### src/rtl/atp_change_dispenser_if.sv
// Purpose: note presentation handshake between the change dispenser and the note mechanism.
// Latency: none, signal bundle only.
// Backpressure: the mechanism holds off a presented note simply by not raising note_ack.
interface atp_change_dispenser_if;
    logic       note_valid;
    logic [2:0] note_code;
    logic       note_ack;

    modport master (output note_valid, output note_code, input note_ack);
    modport slave  (input note_valid, input note_code, output note_ack);
endinterface

### src/rtl/atp_change_dispenser.sv
// Purpose: greedy refund payout from a per-denomination note inventory; ATP_DISPENSE_TIMEOUT_EN adds an ack timeout/FAULT state.
// Latency: 1 SELECT cycle per note plus ack wait; zero refund reports done 2 cycles after start.
// Backpressure: a presented note (and the whole payout) stalls until note_ack; deposits are accepted every cycle.
module atp_change_dispenser #(
    parameter int AMT_W          = 16,
    parameter int STOCK_W        = 8,
    parameter int INIT_STOCK     = 10,
    parameter int TIMEOUT_CYCLES = 1000
) (
    input  logic                clk,
    input  logic                reset,
    input  logic                start,
    input  logic [AMT_W-1:0]    refund_amount,
    input  logic                note_in_valid,
    input  logic [2:0]          note_in_code,
    input  logic                stock_load,
    input  logic [2:0]          stock_sel,
    input  logic [STOCK_W-1:0]  stock_value,
    atp_change_dispenser_if.master note_if,
    output logic                busy,
    output logic                done,
    output logic                short,
    output logic [AMT_W-1:0]    short_amount,
    output logic [AMT_W-1:0]    remaining,
    output logic                fault
);

    typedef enum logic [2:0] {IDLE, SELECT, DISPENSE, DONE, FAULT} state_t;

    state_t             state, next_state;
    logic [STOCK_W-1:0] stock [6];
    logic [2:0]         note_code_q;
    logic               pick_found;
    logic [2:0]         pick_code;
    logic               ack_take;
    logic               timeout_hit;

    function automatic logic [AMT_W-1:0] denom_value(input logic [2:0] code);
        case (code)
            3'd0:    return AMT_W'(10);
            3'd1:    return AMT_W'(20);
            3'd2:    return AMT_W'(50);
            3'd3:    return AMT_W'(100);
            3'd4:    return AMT_W'(200);
            3'd5:    return AMT_W'(500);
            default: return '0;
        endcase
    endfunction

    assign ack_take = (state == DISPENSE) && note_if.note_ack;

`ifdef ATP_DISPENSE_TIMEOUT_EN
    logic [31:0] timer;

    // Count cycles spent waiting for the mechanism on the current note.
    always_ff @(posedge clk or posedge reset) begin
        if (reset)
            timer <= '0;
        else if (state == DISPENSE)
            timer <= timer + 32'd1;
        else
            timer <= '0;
    end

    assign timeout_hit = (state == DISPENSE) && !note_if.note_ack &&
                         (timer == 32'(TIMEOUT_CYCLES - 1));
    assign fault       = (state == FAULT);
`else
    assign timeout_hit = 1'b0;
    assign fault       = 1'b0;
`endif

    // Greedy pick: highest-valued denomination in stock that still fits the remainder.
    always_comb begin
        pick_found = 1'b0;
        pick_code  = 3'd0;
        for (int i = 0; i < 6; i++) begin
            if (stock[i] != '0 && denom_value(3'(i)) <= remaining) begin
                pick_found = 1'b1;
                pick_code  = 3'(i);
            end
        end
    end

    // State register.
    always_ff @(posedge clk or posedge reset) begin
        if (reset)
            state <= IDLE;
        else
            state <= next_state;
    end

    // Next-state and state-decoded outputs.
    always_comb begin
        next_state         = state;
        note_if.note_valid = 1'b0;
        busy               = 1'b0;
        done               = 1'b0;
        case (state)
            IDLE: begin
                if (start)
                    next_state = SELECT;
            end
            SELECT: begin
                busy = 1'b1;
                if (remaining == '0)
                    next_state = DONE;
                else if (pick_found)
                    next_state = DISPENSE;
                else
                    next_state = DONE;
            end
            DISPENSE: begin
                busy               = 1'b1;
                note_if.note_valid = 1'b1;
                if (note_if.note_ack)
                    next_state = SELECT;
                else if (timeout_hit)
                    next_state = FAULT;
            end
            DONE: begin
                done       = 1'b1;
                next_state = IDLE;
            end
            FAULT: begin
                busy = 1'b1;
            end
            default: next_state = IDLE;
        endcase
    end

    assign note_if.note_code = note_code_q;

    // Payout datapath: remainder, shortfall report and the presented denomination.
    always_ff @(posedge clk or posedge reset) begin
        if (reset) begin
            remaining    <= '0;
            short        <= 1'b0;
            short_amount <= '0;
            note_code_q  <= 3'd0;
        end else begin
            if (state == IDLE && start) begin
                remaining    <= refund_amount;
                short        <= 1'b0;
                short_amount <= '0;
            end
            if (state == SELECT && remaining != '0) begin
                if (pick_found) begin
                    note_code_q <= pick_code;
                end else begin
                    short        <= 1'b1;
                    short_amount <= remaining;
                end
            end
            if (ack_take)
                remaining <= remaining - denom_value(note_code_q);
        end
    end

    // Inventory: load (IDLE only) beats deposit; deposit and dispense of one denomination cancel.
    always_ff @(posedge clk or posedge reset) begin
        if (reset) begin
            for (int i = 0; i < 6; i++)
                stock[i] <= STOCK_W'(INIT_STOCK);
        end else begin
            for (int i = 0; i < 6; i++) begin
                if (stock_load && state == IDLE && stock_sel == 3'(i))
                    stock[i] <= stock_value;
                else if ((note_in_valid && note_in_code == 3'(i)) &&
                         !(ack_take && note_code_q == 3'(i))) begin
                    if (stock[i] != '1)
                        stock[i] <= stock[i] + 1'b1;
                end else if (!(note_in_valid && note_in_code == 3'(i)) &&
                             (ack_take && note_code_q == 3'(i)))
                    stock[i] <= stock[i] - 1'b1;
            end
        end
    end

endmodule
### src/flat_wrapper.sv
// flat-port wrapper written by rule: the top's interface ports become plain ports
module atp_change_dispenser_flat 
#(
    parameter int AMT_W          = 16,
    parameter int STOCK_W        = 8,
    parameter int INIT_STOCK     = 10,
    parameter int TIMEOUT_CYCLES = 1000
)
  (clk, reset, start, refund_amount, note_in_valid, note_in_code, stock_load, stock_sel, stock_value, busy, done, short, short_amount, remaining, fault, note_if_note_valid, note_if_note_code, note_if_note_ack);
  atp_change_dispenser_if note_if_i ();
  input  logic clk;
  input  logic reset;
  input  logic start;
  input  logic [AMT_W-1:0] refund_amount;
  input  logic note_in_valid;
  input  logic [2:0] note_in_code;
  input  logic stock_load;
  input  logic [2:0] stock_sel;
  input  logic [STOCK_W-1:0] stock_value;
  output logic busy;
  output logic done;
  output logic short;
  output logic [AMT_W-1:0] short_amount;
  output logic [AMT_W-1:0] remaining;
  output logic fault;
  output wire logic [$bits(note_if_i.note_valid)-1:0] note_if_note_valid;
  output wire logic [$bits(note_if_i.note_code)-1:0] note_if_note_code;
  input wire logic [$bits(note_if_i.note_ack)-1:0] note_if_note_ack;
  assign note_if_note_valid = note_if_i.note_valid;
  assign note_if_note_code = note_if_i.note_code;
  assign note_if_i.note_ack = note_if_note_ack;
  atp_change_dispenser #(.AMT_W(AMT_W), .STOCK_W(STOCK_W), .INIT_STOCK(INIT_STOCK), .TIMEOUT_CYCLES(TIMEOUT_CYCLES)) u_core (.clk(clk), .reset(reset), .start(start), .refund_amount(refund_amount), .note_in_valid(note_in_valid), .note_in_code(note_in_code), .stock_load(stock_load), .stock_sel(stock_sel), .stock_value(stock_value), .note_if(note_if_i), .busy(busy), .done(done), .short(short), .short_amount(short_amount), .remaining(remaining), .fault(fault));
endmodule
### config.mk
export PLATFORM = sky130hd
export DESIGN_NAME = atp_change_dispenser_flat
export DESIGN_NICKNAME = d
export VERILOG_FILES = /design/src/rtl/atp_change_dispenser_if.sv /design/src/rtl/atp_change_dispenser.sv /design/src/flat_wrapper.sv
export SDC_FILE = /design/constraint.sdc
export NUM_CORES = 1
export LEC_CHECK = 0
export CORE_MARGIN = 4
export CORE_UTILIZATION = 45
export CTS_CLUSTER_SIZE = 25
export DETAILED_ROUTE_END_ITERATION = 7
export MAX_ROUTING_LAYER = met4
export PLACE_DENSITY_LB_ADDON = 0.15
export SYNTH_ARGS = -nofsm -noshare
export SYNTH_HDL_FRONTEND = slang
export SYNTH_SLANG_ARGS = --single-unit
### constraint.sdc
create_clock -name clk -period 3.7 [get_ports clk]
set_clock_uncertainty 0.1 [all_clocks]
set_input_delay 0.74 -clock clk [delete_from_list [all_inputs] [get_ports clk]]
set_output_delay 0.74 -clock clk [all_outputs]
set_load 0.02 [all_outputs]
==> impl_metrics.ini <==
[timing]
worst_slew_margin_relative_to_its_limit = 0.3974
highest_clock_rate_ghz = 0.2852
finalSetupViolations = 0
timing_max_transition_violations_final = 0
finalSetupTns_ns = 0
period_utilisation_layout = 0.9478
max_slew.worst_pin.slew_ns = 0.9005
fin_worst_hold_slack_ns = 0.3750
final.min_clock_period_ns = 3.507
timing.final.hold_violations = 0

[cts]
postCtsSetupRepairBufs = 0
tritoncts = yes
clock_tree_buf_depth = 2
cts.repair.resized = 0
ctsRootBufferMaster = clkbuf_16
clk_transition_reported_paths_ns = 0.06
clock_sinks = 86
cts.hold.buffers_added = 0
skew_pair_late_insertion_delay_ns = 0.35
numCtsBuffers = 9
clock_tree.htree_level_count = 3

[yosys]
net_count_of_the_mapped_netlist = 831
synth_most_common_cell = nand2_1
ys_seq_area_frac = 0.3353
synthesis.area_per_instance_sq_um = 8.816
syn_inst = 733
synth-main-ff-cell = dfrtp_1
synth-async-reset-ratio = 1.000
synth_warnings = 0
synthDistinctLibCells = 55
synth_top_area_share = 0.2865
number_of_enable_flip_flop_cells_after_synthesis = 0
synth.area.top_cells = dfrtp_1 (29%), ha_1 (11%), mux2i_1 (8.1%)
synth_largest_area_cell = dfrtp_1
mappedNetlistArea_sq_mm = 0.006462
postSynthRegisterBits = 86
synth_common_cells = nand2_1 (115), o21ai_0 (82), dfrtp_1 (74), ha_1 (55), mux2i_1 (52)

[pwr]
power_frac_clock = 0.171
cell_internal_pwr_mw = 3.896
seq_power_share = 0.287
p_leak_nw = 3.457
power-per-cell-area_mw_per_mm2 = 798.2
total_switching_power_mw = 2.742
comb_power_share = 0.542
netSwitchingFraction = 0.4131
vdd_drop_max_v = 0.0003484

[layout]
area.growth.synth_to_final_pct = 28.67
post-route-util = 0.5945
n_fill_cell = 1212
design.final.nets = 974
post_route_cells_drive_above_1_share = 0.1396
area.sequential_sq_mm = 0.002167
antenna_cells = 0
multi_input_comb_area_sq_mm = 0.004091

[critical_path]
cp_data_arrival_time_ns = 3.62
worstSetupEndpointType = register
critPathLaunchType = input port
timing.critical_path.required_ns = 3.81
critical_path.startpoint = note_if_note_ack
r2r-start = u_core.state[0]
ws_path_type = input port to register
crit_path_max_fanout = 5

[global_route]
grt_remaining_overflow = 0
globalRouteTotalUtil = 0.2283
first_pass_grt_wire_length_mm = 29.34
pin_count_of_the_biggest_net_entering_global_routing = 87
first_global_vias = 5989
grt_antenna_before_repair = 0

[route]
remaining_drc_errors = 0
dr.pass1.iters = 6
route.detailed.vias_per_inst = 5.610
vias = 5952
totalWireLength_mm = 17.83
postRouteAntennaNets = 0
wl_per_cell_microns = 16.80
first_iter_violations = 451

[place]
place.gp.congestion = 0.9022
post-dp-hpwl_mm = 13.68
buffers_on_ports = 74

[outcome]
outcome = finished clean

[die]
fp.dieH_microns = 127.8
start_util = 0.4620
die_w_microns = 127.8
placement_rows = 43
core_region_area_sq_mm = 0.01399
floorplan.io_pins = 76
die-area_sq_mm = 0.01634

[hold_path]
min-delay-path-class = register to register
min-delay-start = u_core.short

[job]
max-cap-violations = 0
-- cells in the final DEF, fill, tap and decap left out, types with 4 or more instances in the layout --
cell / netlist / layout
nand2b_1: 5 / 5
mux2_2: 4 / 4
o21bai_1: 8 / 8
fa_1: 7 / 7
o21ai_1: 3 / 9
nor2_1: 39 / 38
o21a_1: 9 / 9
ha_1: 55 / 54
a21o_1: 20 / 20
o31a_1: 7 / 7
inv_1: 39 / 34
bufinv_16: 0 / 4
xnor2_1: 24 / 24
o21ai_0: 82 / 76
and3_1: 5 / 5
nand2_1: 115 / 115
a41oi_1: 6 / 6
mux2i_1: 52 / 52
nor4_1: 20 / 19
nand4_1: 8 / 8
a21oi_1: 33 / 31
dfstp_2: 12 / 12
nand3_1: 12 / 12
dfrtp_1: 74 / 74
buf_4: 1 / 73
nor3_1: 14 / 13
clkdlybuf4s50_1: 0 / 74
inv_2: 0 / 4
nor4_2: 3 / 4
clkbuf_16: 0 / 9
xor2_1: 21 / 21
-- power groups by stage --
stage / logic, mW / registers [mW] / clock network (mW)
final: 3.60 / 1.91 / 1.13
after global routing: 4.01 / 1.97 / 1.18
after CTS: 3.57 / 1.89 / 1.15
after detailed placement: 3.54 / 1.90 / 0
after global placement: 3.41 / 1.88 / 0
after floorplan: 2.30 / 1.84 / 0
-- metrics by stage --
stage | power [mW] | setup slack [ns] | std cells | cell area [sq um]
after CTS | 6.611 | 0.05468 | 1061 | 8288
final | 6.637 | 0.1932 | 1061 | 8315
after global routing | 7.158 | -0.004807 | 1061 | 8315
after floorplan | 4.141 | 0.2640 | 733 | 6462
after global placement | 5.290 | -0.2904 | 1045 | 7916
after detailed placement | 5.444 | -0.2854 | 1045 | 7916
-- worst max-delay path, cell delays in order --
cell and delay, ns:
clkdlybuf4s50_1 0.48, nand2_1 0.10, nor2_2 0.12, buf_4 0.13, nand3_1 0.08, ha_1 0.23
inv_2 0.10, ha_1 0.25, a21oi_2 0.15, o21ai_0 0.12, a2111oi_1 0.44, buf_4 0.18
o31a_1 0.13, o21ai_1 0.07, xor2_1 0.20, o21ai_0 0.09
-- registers in the layout, indices dropped and copies added, names as in the netlist --
signal / cells
u_core.note_if.note_code: 3
u_core.remaining: 16
u_core.state: 2
u_core.short_amount: 16
u_core.stock: 48
u_core.short: 1
-- routing by layer --
| metal | vias up | part of all wire | wire length (microns) | track usage |
|---|---|---|---|---|
| li1 | 2930 | - | - | - |
| met3 | 32 | 0.045 | 799 | 0.02875 |
| met5 | - | 0 | 0 | - |
| met2 | 173 | 0.47 | 8416 | 0.3675 |
| met1 | 2817 | 0.46 | 8203 | 0.2942 |
| met4 | 0 | 0.023 | 410 | 0.08926 |
-- logic make-up after synthesis --
logic type / Yosys count / synth area share
DFF: 86 / 0.3353
xor gates and xnor gates: 45 / 0.06099
buffers and inverters: 56 / 0.03679
other: 1 / 0.0005803
muxes: 56 / 0.08751
AOI/OAI and AO/OA: 195 / 0.1870
and+or+nand+nor: 232 / 0.1636
adders and majority gates: 62 / 0.1282
-- worst paths after layout --
path	endpoint	slack, ns	cells after the start
max in group asynchronous	u_core.stock[1]	2.39	3
max reg2reg	u_core.stock[15]	0.32	15
max	u_core.stock[23]	0.19	16
min reg2reg	u_core.short	0.37	1
min	u_core.short	0.37	1
min in group asynchronous	u_core.short_amount[0]	0.69	3
-- cell type report --
class / instances / area share
Multi-Input combinational cell: 591 / 0.4920
Timing Repair Buffer: 148 / 0.1574
Clock buffer: 10 / 0.02874
Inverter: 40 / 0.01821
Tap cell: 180 / 0.02708
Clock inverter: 6 / 0.01595
Sequential cell: 86 / 0.2606
No activity file was read; power rests on OpenSTA's default activity.
